<file path="config.mk">
export PLATFORM = sky130hd
export DESIGN_NAME = mem_lsu_flat
export DESIGN_NICKNAME = d
export VERILOG_FILES = /design/src/rtl/mem_lsu_if.sv /design/src/rtl/mem_lsu.sv /design/src/flat_wrapper.sv
export SDC_FILE = /design/constraint.sdc
export NUM_CORES = 1
export LEC_CHECK = 0
export CORE_UTILIZATION = 47
export CTS_CLUSTER_SIZE = 20
export DETAILED_ROUTE_END_ITERATION = 7
export GPL_ROUTABILITY_DRIVEN = 0
export GPL_TIMING_DRIVEN = 0
export PLACE_DENSITY = 0.89
export RECOVER_POWER = 50
export SYNTH_ARGS = -nofsm -noshare
export SYNTH_HDL_FRONTEND = slang
export SYNTH_SLANG_ARGS = --single-unit
</file>
<file path="constraint.sdc">
create_clock -name sys_clk -period 4.1 [get_ports sys_clk]
set_clock_uncertainty 0.1 [all_clocks]
set_input_delay 0.82 -clock sys_clk [delete_from_list [all_inputs] [get_ports sys_clk]]
set_output_delay 0.82 -clock sys_clk [all_outputs]
set_load 0.05 [all_outputs]
</file>
<file path="src/rtl/mem_lsu_if.sv">
// Request/response and memory-port bundle for the load/store unit.
// The slave modport is the LSU; the master modport is the requester and memory side.
interface mem_lsu_if #(
    parameter int unsigned ADDR_WIDTH = 32,
    parameter int unsigned DATA_WIDTH = 32
);
    logic                  req_valid;
    logic                  req_ready;
    logic                  req_we;
    logic [1:0]            req_size;
    logic                  req_unsigned;
    logic [ADDR_WIDTH-1:0] req_addr;
    logic [DATA_WIDTH-1:0] req_wdata;
    logic                  rsp_valid;
    logic [DATA_WIDTH-1:0] rsp_rdata;
    logic                  rsp_err;
    logic                  mem_op;
    logic                  mem_rw;
    logic [ADDR_WIDTH-1:0] mem_addr;
    logic [DATA_WIDTH-1:0] mem_data_w;
    logic [DATA_WIDTH-1:0] mem_data_r;

    modport master (
        output req_valid, req_we, req_size, req_unsigned, req_addr, req_wdata, mem_data_r,
        input  req_ready, rsp_valid, rsp_rdata, rsp_err, mem_op, mem_rw, mem_addr, mem_data_w
    );

    modport slave (
        input  req_valid, req_we, req_size, req_unsigned, req_addr, req_wdata, mem_data_r,
        output req_ready, rsp_valid, rsp_rdata, rsp_err, mem_op, mem_rw, mem_addr, mem_data_w
    );
endinterface

</file>
<file path="src/rtl/mem_lsu.sv">
// Load/store unit: byte/half/word accesses over a 4-byte memory port,
// sub-word stores done as read-modify-write.
module mem_lsu #(
    parameter int unsigned ADDR_WIDTH = 32,
    parameter int unsigned DATA_WIDTH = 32,
    parameter int unsigned MEM_SIZE   = 1024
) (
    input logic      sys_clk,
    input logic      sys_rst,
    mem_lsu_if.slave bus
);

    typedef enum logic [2:0] {StIdle, StRd, StMerge, StWr, StErr, StResp} state_e;

    state_e                state;
    logic                  we_q;
    logic [1:0]            size_q;
    logic                  unsigned_q;
    logic [15:0]           wdata_lo;
    logic                  rsp_valid;
    logic                  rsp_err;
    logic [DATA_WIDTH-1:0] rsp_rdata;
    logic                  mem_op;
    logic                  mem_rw;
    logic [ADDR_WIDTH-1:0] mem_addr;
    logic [DATA_WIDTH-1:0] mem_data_w;
    logic                  misalign;
    logic                  req_bad;

    function automatic logic [DATA_WIDTH-1:0] load_extend(
        input logic [1:0] size, input logic uns, input logic [DATA_WIDTH-1:0] raw);
        case (size)
            2'b00:   return {{(DATA_WIDTH-8){~uns & raw[7]}}, raw[7:0]};
            2'b01:   return {{(DATA_WIDTH-16){~uns & raw[15]}}, raw[15:0]};
            default: return raw;
        endcase
    endfunction

    function automatic logic [DATA_WIDTH-1:0] store_merge(
        input logic [1:0] size, input logic [15:0] lo, input logic [DATA_WIDTH-1:0] raw);
        if (size == 2'b00) return {raw[DATA_WIDTH-1:8], lo[7:0]};
        return {raw[DATA_WIDTH-1:16], lo};
    endfunction

    always_comb begin
        misalign = 1'b0;
        case (bus.req_size)
            2'b00:   misalign = 1'b0;
            2'b01:   misalign = bus.req_addr[0];
            2'b10:   misalign = |bus.req_addr[1:0];
            default: misalign = 1'b1;
        endcase
    end

    assign req_bad = misalign || (bus.req_addr > ADDR_WIDTH'(MEM_SIZE - 4));

    always_ff @(posedge sys_clk or negedge sys_rst) begin
        if (!sys_rst) begin
            state      <= StIdle;
            we_q       <= 1'b0;
            size_q     <= 2'b00;
            unsigned_q <= 1'b0;
            wdata_lo   <= '0;
            rsp_valid  <= 1'b0;
            rsp_err    <= 1'b0;
            rsp_rdata  <= '0;
            mem_op     <= 1'b0;
            mem_rw     <= 1'b0;
            mem_addr   <= '0;
            mem_data_w <= '0;
        end else begin
            // Pulse-style outputs default low; each state re-asserts what it needs.
            rsp_valid <= 1'b0;
            rsp_err   <= 1'b0;
            rsp_rdata <= '0;
            mem_op    <= 1'b0;
            mem_rw    <= 1'b0;
            unique case (state)
                StIdle: begin
                    if (bus.req_valid) begin
                        we_q       <= bus.req_we;
                        size_q     <= bus.req_size;
                        unsigned_q <= bus.req_unsigned;
                        wdata_lo   <= bus.req_wdata[15:0];
                        if (req_bad) begin
                            state <= StErr;
                        end else begin
                            mem_op   <= 1'b1;
                            mem_addr <= bus.req_addr;
                            if (bus.req_we && bus.req_size == 2'b10) begin
                                state      <= StWr;
                                mem_rw     <= 1'b1;
                                mem_data_w <= bus.req_wdata;
                            end else begin
                                state <= StRd;
                            end
                        end
                    end
                end
                StRd: begin
                    if (we_q) begin
                        state      <= StMerge;
                        mem_op     <= 1'b1;
                        mem_rw     <= 1'b1;
                        mem_data_w <= store_merge(size_q, wdata_lo, bus.mem_data_r);
                    end else begin
                        state     <= StResp;
                        rsp_valid <= 1'b1;
                        rsp_rdata <= load_extend(size_q, unsigned_q, bus.mem_data_r);
                    end
                end
                StMerge, StWr: begin
                    state     <= StResp;
                    rsp_valid <= 1'b1;
                end
                StErr: begin
                    state     <= StResp;
                    rsp_valid <= 1'b1;
                    rsp_err   <= 1'b1;
                end
                StResp:  state <= StIdle;
                default: state <= StIdle;
            endcase
        end
    end

    assign bus.req_ready  = (state == StIdle);
    assign bus.rsp_valid  = rsp_valid;
    assign bus.rsp_err    = rsp_err;
    assign bus.rsp_rdata  = rsp_rdata;
    assign bus.mem_op     = mem_op;
    assign bus.mem_rw     = mem_rw;
    assign bus.mem_addr   = mem_addr;
    assign bus.mem_data_w = mem_data_w;

endmodule

</file>
<file path="src/flat_wrapper.sv">
// flat-port wrapper written by rule: the top's interface ports become plain ports
module mem_lsu_flat 
#(
    parameter int unsigned ADDR_WIDTH = 32,
    parameter int unsigned DATA_WIDTH = 32,
    parameter int unsigned MEM_SIZE   = 1024
)
  (sys_clk, sys_rst, bus_req_valid, bus_req_we, bus_req_size, bus_req_unsigned, bus_req_addr, bus_req_wdata, bus_mem_data_r, bus_req_ready, bus_rsp_valid, bus_rsp_rdata, bus_rsp_err, bus_mem_op, bus_mem_rw, bus_mem_addr, bus_mem_data_w);
  mem_lsu_if #(.ADDR_WIDTH(ADDR_WIDTH), .DATA_WIDTH(DATA_WIDTH)) bus_i ();
  input logic sys_clk;
  input logic sys_rst;
  input wire logic [$bits(bus_i.req_valid)-1:0] bus_req_valid;
  input wire logic [$bits(bus_i.req_we)-1:0] bus_req_we;
  input wire logic [$bits(bus_i.req_size)-1:0] bus_req_size;
  input wire logic [$bits(bus_i.req_unsigned)-1:0] bus_req_unsigned;
  input wire logic [$bits(bus_i.req_addr)-1:0] bus_req_addr;
  input wire logic [$bits(bus_i.req_wdata)-1:0] bus_req_wdata;
  input wire logic [$bits(bus_i.mem_data_r)-1:0] bus_mem_data_r;
  output wire logic [$bits(bus_i.req_ready)-1:0] bus_req_ready;
  output wire logic [$bits(bus_i.rsp_valid)-1:0] bus_rsp_valid;
  output wire logic [$bits(bus_i.rsp_rdata)-1:0] bus_rsp_rdata;
  output wire logic [$bits(bus_i.rsp_err)-1:0] bus_rsp_err;
  output wire logic [$bits(bus_i.mem_op)-1:0] bus_mem_op;
  output wire logic [$bits(bus_i.mem_rw)-1:0] bus_mem_rw;
  output wire logic [$bits(bus_i.mem_addr)-1:0] bus_mem_addr;
  output wire logic [$bits(bus_i.mem_data_w)-1:0] bus_mem_data_w;
  assign bus_i.req_valid = bus_req_valid;
  assign bus_i.req_we = bus_req_we;
  assign bus_i.req_size = bus_req_size;
  assign bus_i.req_unsigned = bus_req_unsigned;
  assign bus_i.req_addr = bus_req_addr;
  assign bus_i.req_wdata = bus_req_wdata;
  assign bus_i.mem_data_r = bus_mem_data_r;
  assign bus_req_ready = bus_i.req_ready;
  assign bus_rsp_valid = bus_i.rsp_valid;
  assign bus_rsp_rdata = bus_i.rsp_rdata;
  assign bus_rsp_err = bus_i.rsp_err;
  assign bus_mem_op = bus_i.mem_op;
  assign bus_mem_rw = bus_i.mem_rw;
  assign bus_mem_addr = bus_i.mem_addr;
  assign bus_mem_data_w = bus_i.mem_data_w;
  mem_lsu #(.ADDR_WIDTH(ADDR_WIDTH), .DATA_WIDTH(DATA_WIDTH), .MEM_SIZE(MEM_SIZE)) u_core (.sys_clk(sys_clk), .sys_rst(sys_rst), .bus(bus_i));
endmodule
</file>
# Word-level counts from Yosys, hierarchy flattened
# Index checks and enable logic that the tools add are counted.
[totals] ff_bits=123 input_bits=103 output_inout_bits=101 wordCells=69
[classes] order_cmp=1 eq_ne=11 muxes=30 bitwise_logic=4 reduce_logical=11
[op_table] cell="$mux 32" count=8
[op_table] cell="$pmux 32 s2" count=2
[op_table] cell="$gt 32x10->1 const B" count=1
[op_table] cell="$mux 1" count=11
[op_table] cell="$mux 3" count=3
[op_table] cell="$pmux 3 s3" count=1
[op_table] cell="$eq 3x2->1 const B" count=2
[op_table] cell="$pmux 1 s2" count=3
[op_table] cell="$reduce_and 5->1" count=1
[op_table] cell="$eq 2x1->1 const B" count=2
[op_table] cell="$logic_not 2->1" count=2
[op_table] cell="$ne 2x1->1 const B" count=2
[op_table] cell="$ne 2x2->1 const B" count=2
[op_table] cell="$eq 3x1->1 const B" count=1
[op_table] cell="$eq 3x3->1 const B" count=1
[op_table] cell="$logic_not 3->1" count=1
[op_table] cell="$pmux 1 s3" count=1
[op_table] cell="$reduce_and 3->1" count=1
[op_table] cell="$reduce_or 3->1" count=1
[op_table] cell="$and 1x1->1" count=2
[op_table] cell="$eq 2x2->1 const B" count=1
[op_table] cell="$mux 2" count=1
[op_table] cell="$not 1->1" count=2
[op_table] cell="$reduce_and 2->1" count=1
[op_table] cell="4 further kinds" count=4

# Depth between registers and ports, before layout
[depth] ltp_word=7 mapped_depth=6 mapped_depth_nobuf=5

# Worst setup path before layout
# No wires, ideal clock.
[synth_path] kind="register to register" start="register u_core.state[1]" end="register u_core.size_q[0]" setup_ps=125 arrival_ps=2629 required_time_ps=3875 setup_slack_ps=1246 stages_incl_launch_ff=6 period_less_slack_ps=2854 cell_sequence="dfrtp_1 -> nor3_1 -> and2_1 -> buf_2 -> buf_1 -> mux2_2"
[synth_via] elab_chain_cells=2
[synth_rtl] item="from (decl)" line_no="mem_lsu.sv:15" text="state_e state;"
[synth_rtl] item="from (signal assigned)" line_no="mem_lsu.sv:59" text="state <= StIdle;"
[synth_rtl] item="from (signal assigned)" line_no="mem_lsu.sv:86" text="state <= StErr;"
[synth_rtl] item="from (signal assigned)" line_no="mem_lsu.sv:91" text="state <= StWr;"
[synth_rtl] item="$logic_not 3->1"
[synth_rtl] item="net bus_req_ready" line_no="flat_wrapper.sv:19" text="output wire logic [$bits(bus_i.req_ready)-1:0] bus_req_ready;"
[synth_rtl] item="$reduce_and 2->1 (no source line)"
[synth_rtl] item="to (signal assigned)" line_no="mem_lsu.sv:82" text="size_q <= bus.req_size;"
[synth_rtl] item="to (decl)" line_no="mem_lsu.sv:17" text="logic [1:0] size_q;"
# The timed path passes the listed nets, and every way through them passes these cells.
# A chain may end at the register's enable or synchronous reset.

# Worst setup path after layout
[layout_path] start="register u_core.state[1]" end="output bus_req_ready"
[layout_via] elab_chain_cells=1
[layout_rtl] item="$logic_not 3->1" line_no="mem_lsu.sv:127" text="assign bus.req_ready = (state == StIdle);"
[layout_rtl] item="to (decl)" line_no="flat_wrapper.sv:19"
# No other way between the ends.

==> reports/qor.csv <==
stage,metric,value,unit
outcome,outcome,"finished, violations left",
outcome,violated checks,"max-capacitance violations, max-slew violations",
finish,final antenna diode count,0,
synthesis,Post-Syn Area,5060,µm²
placement,setup slack at placement,0.887,ns
detailed_routing,post-detailed-routing wire length,13.4,mm
clock_tree,source-to-sink clock delay at the later pin of the worst-skew pair,0.51,ns
floorplan,I/O pin count,204,
power,Pint,3.65,mW
sta,final setup vio count,0,
synthesis,ranking of synthesized cells by area,"sky130_fd_sc_hd__dfrtp_1, sky130_fd_sc_hd__mux2_2, sky130_fd_sc_hd__mux2_4",
floorplan,Core Rows,37,
worst_setup_path,"Arr. time, crit path",2.06,ns
power,Sw Pwr,2.28,mW
synthesis,Synthesis Warnings,0,
global_route,number of global-route vias before repair,4082,
worst_setup_path,nature of the critical path endpoint,output port,
clock_tree,sink count of the clock tree,123,
clock_tree,post_cts resized,0,
worst_setup_path,CP Data Required Time,3.18,ns
sta,final critical-path share of the clock period,72.6,%
sta,upper clock frequency limit,336,MHz
global_route,Overall Global Routing Usage,25.4,%
synthesis,number of enable flip-flop cells after synthesis,0,
finish,Filler cells,666,
synthesis,flip-flop cell with the highest count after synthesis,sky130_fd_sc_hd__dfrtp_1,
synthesis,net count after synthesis,488,
synthesis,library cell occupying the most area in the post-synthesis netlist,sky130_fd_sc_hd__dfrtp_1,
detailed_routing,Starting DRT DRC Count,130,
synthesis,flip-flop and latch count after synthesis,123,
detailed_routing,DR vias,3808,
clock_tree,clock tree from TritonCTS,built,
power,Total Power,5.93,mW
clock_tree,root buffer cell,sky130_fd_sc_hd__clkbuf_8,
worst_setup_path,Worst Setup Start Kind,register,
global_route,number of antenna violations at the first check in global routing,0,
floorplan,Starting Density,48.8,%
detailed_routing,post-route ant nets,0,
sta,setup repair after global routing missed its margin,no,
sta,worst-margin pin slew,1.51,ns
power,share of total power in combinational logic,44.4,%
finish,sequential cell area,3080,µm²
finish,post-route cell area,7870,µm²
sta,slack of the critical path,1.12,ns
power,Sw Ratio,38.5,%
flow_run,count of maximum capacitance violations,1,
global_route,largest net degree at the start of global routing,97,
worst_setup_path,worst path cell trace,"nor3_1, clkdlybuf4s50_1",
power,part of the total power dissipated in the clock network,25.7,%
clock_tree,H-tree level count,4,
clock_tree,number of buffers inserted by hold repair at cts,0,
clock_tree,post-CTS repair timing setup buffer count,0,
sta,worst slew margin relative to its limit,-0.355,%
finish,net total in the final layout,711,
synthesis,proportion of netlist area held by the largest area contributor,60.9,%
synthesis,Synth top cells by count,"sky130_fd_sc_hd__dfrtp_1, sky130_fd_sc_hd__mux2_2, sky130_fd_sc_hd__and2_1, sky130_fd_sc_hd__nand2_1, sky130_fd_sc_hd__mux2_4",
finish,area occupied by multi-input gates,1790,µm²
sta,final-report max-slew violation count,28,
clock_tree,number of clock buffers inserted by TritonCTS,17,
min_path,min-delay worst type,register to register,
power,Power Dens Cells,753,nW/µm²
finish,fraction of final layout cells sized beyond drive strength 1,20.3,%
synthesis,sequential-to-total area share from yosys stat,60.9,%
detailed_routing,Avg Vias per Cell,5.03,
synthesis,synthesized instance count,385,
clock_tree,maximum buffer depth of the clock tree,2,
detailed_routing,Residual DRC,0,
finish,synthesis-to-layout area growth,55.7,%
floorplan,total die area,11200,µm²
worst_setup_path,max incr delay on CP,0.86,ns
power,fraction of power consumed by sequential logic,29.9,%
sta,Final Hold Violating Endpoints,0,
floorplan,x dimension of the die,106,µm
placement,sum of net half-perimeters after detailed placement,9.84,mm
detailed_routing,detail-routed net length per standard cell,17.7,µm
worst_setup_path,count of buffer and inverter cells on the critical path,1,
worst_setup_path,cell type group with the largest total delay on the critical path,buffers and inverters,
floorplan,vertical die dimension,106,µm
worst_setup_path,crit path max-delay cell type,sky130_fd_sc_hd__clkdlybuf4s50_1,
synthesis,most frequently used cell type in the post-synthesis netlist,sky130_fd_sc_hd__dfrtp_1,
synthesis,Syn Area/Cell,13.1,µm²
power,Peak VDD IR,0.000445,V
synthesis,number of unique standard cell types used by synthesis,27,
sta,clock period minus worst slack,2.98,ns
worst_setup_path,peak fanout along the critical path,5,
floorplan,area of the core region,10400,µm²
global_route,GRT overflow,0,
power,Static Leakage,3.61,nW
clock_tree,clock input transition at the sequential cells of the worst setup and hold paths,0.06,ns
placement,buffers added on ports,203,
synthesis,post-synthesis async set-or-reset flop share,100,%
placement,Area after DPL,7290,µm²
worst_setup_path,kind of critical path,register to output port,
global_route,global-route wire length before repair,21.1,mm
detailed_routing,First-pass DRT Iterations,4,
-- power by group through the flow --
stage                     clock [mW]  combinational [mW]  sequential [mW]
after floorplan                    0               0.920             2.62
after global placement             0                2.59             1.76
after detailed placement           0                2.65             1.78
after CTS                       1.55                2.66             1.77
after global routing            1.61                2.76             1.81
final                           1.52                2.64             1.77
-- cell usage in the layout, fill, tap and decap left out, types with 8 or more instances in the layout --
cell type	count
sky130_fd_sc_hd__nor2_1	16
sky130_fd_sc_hd__dfrtp_1	123
sky130_fd_sc_hd__clkbuf_1	16
sky130_fd_sc_hd__nand2_1	31
sky130_fd_sc_hd__and2_1	26
sky130_fd_sc_hd__mux2_2	57
sky130_fd_sc_hd__a21oi_1	25
sky130_fd_sc_hd__a31oi_1	8
sky130_fd_sc_hd__mux2_4	28
sky130_fd_sc_hd__inv_1	22
sky130_fd_sc_hd__clkbuf_16	16
sky130_fd_sc_hd__clkdlybuf4s50_1	201
-- worst paths after layout --
| check | startpoint | endpoint | slack, ns | cells after the start |
|---|---|---|---|---|
| min in group asynchronous | sys_rst | u_core.wdata_lo[7] | 0.57 | 1 |
| hold reg to reg | u_core.bus.mem_addr[30] | u_core.bus.mem_addr[30] | 0.38 | 1 |
| setup reg to reg | u_core.state[1] | u_core.bus.mem_data_w[25] | 1.64 | 4 |
| hold / removal | u_core.bus.mem_addr[30] | u_core.bus.mem_addr[30] | 0.38 | 1 |
| setup / recovery | u_core.state[1] | bus_req_ready | 1.12 | 2 |
| max in group asynchronous | sys_rst | u_core.bus.mem_addr[17] | 1.25 | 2 |
-- area by class of cell --
| type | count | share of cell area (%) |
|---|---|---|
| buffer | 19 | 1.30 |
| inverter | 22 | 1.05 |
| multi-input combinational | 221 | 22.8 |
| tap | 136 | 2.16 |
| clock buffer | 18 | 5.31 |
| timing repair buffer | 204 | 25.8 |
| sequential | 123 | 39.1 |
| clock inverter | 14 | 2.50 |
-- flip-flops by register name (all words and copies together) (netlist names) --
register,cells
u_core.bus.mem_addr,32
u_core.bus.mem_data_w,32
u_core.bus.rsp_rdata,32
u_core.wdata_lo,16
u_core.state,3
u_core.size_q,2
u_core.bus.mem_op,1
u_core.bus.mem_rw,1
u_core.bus.rsp_err,1
u_core.bus.rsp_valid,1
u_core.unsigned_q,1
u_core.we_q,1
-- metrics by stage --
step	setup TNS, ns	hold WS (ns)	utilization [%]	cells
global placement	-294.05	0.368	70.0	724
floorplan	0	0.357	-	385
global route	0	0.403	75.9	757
finish	0	0.380	75.9	757
detailed placement	0	0.370	70.3	725
CTS	0	0.0607	76.2	757
-- cell families (layout without fill, tap and decap cells) --
logic type | Yosys count | in the layout | share of synthesized area, %
multiplexers | 86 | 86 | 21.2
buffers and inverters | 41 | 277 | 3.71
AND/OR/NAND/NOR | 96 | 96 | 9.85
AO/OA/AOI/OAI | 39 | 39 | 4.38
flip-flops | 123 | 123 | 60.9
-- worst reg2reg max path, cell delays in order, from the launching register on --
cell	delay, ns
sky130_fd_sc_hd__dfrtp_1	0.42
sky130_fd_sc_hd__nor3b_1	0.55
sky130_fd_sc_hd__clkbuf_1	0.57
sky130_fd_sc_hd__mux2_2	0.43
sky130_fd_sc_hd__mux2_4	0.28
-- per-layer routing --
layer  vias up  global-route usage (%)  share of wire (%)
met3        24                    8.29                7.2
li1       1748                       -                  -
met4         0                    9.03                2.2
met5         -                       0                  0
met1      1864                    28.9                 39
met2       172                    44.6                 52
(Power assumes the default switching activity.)
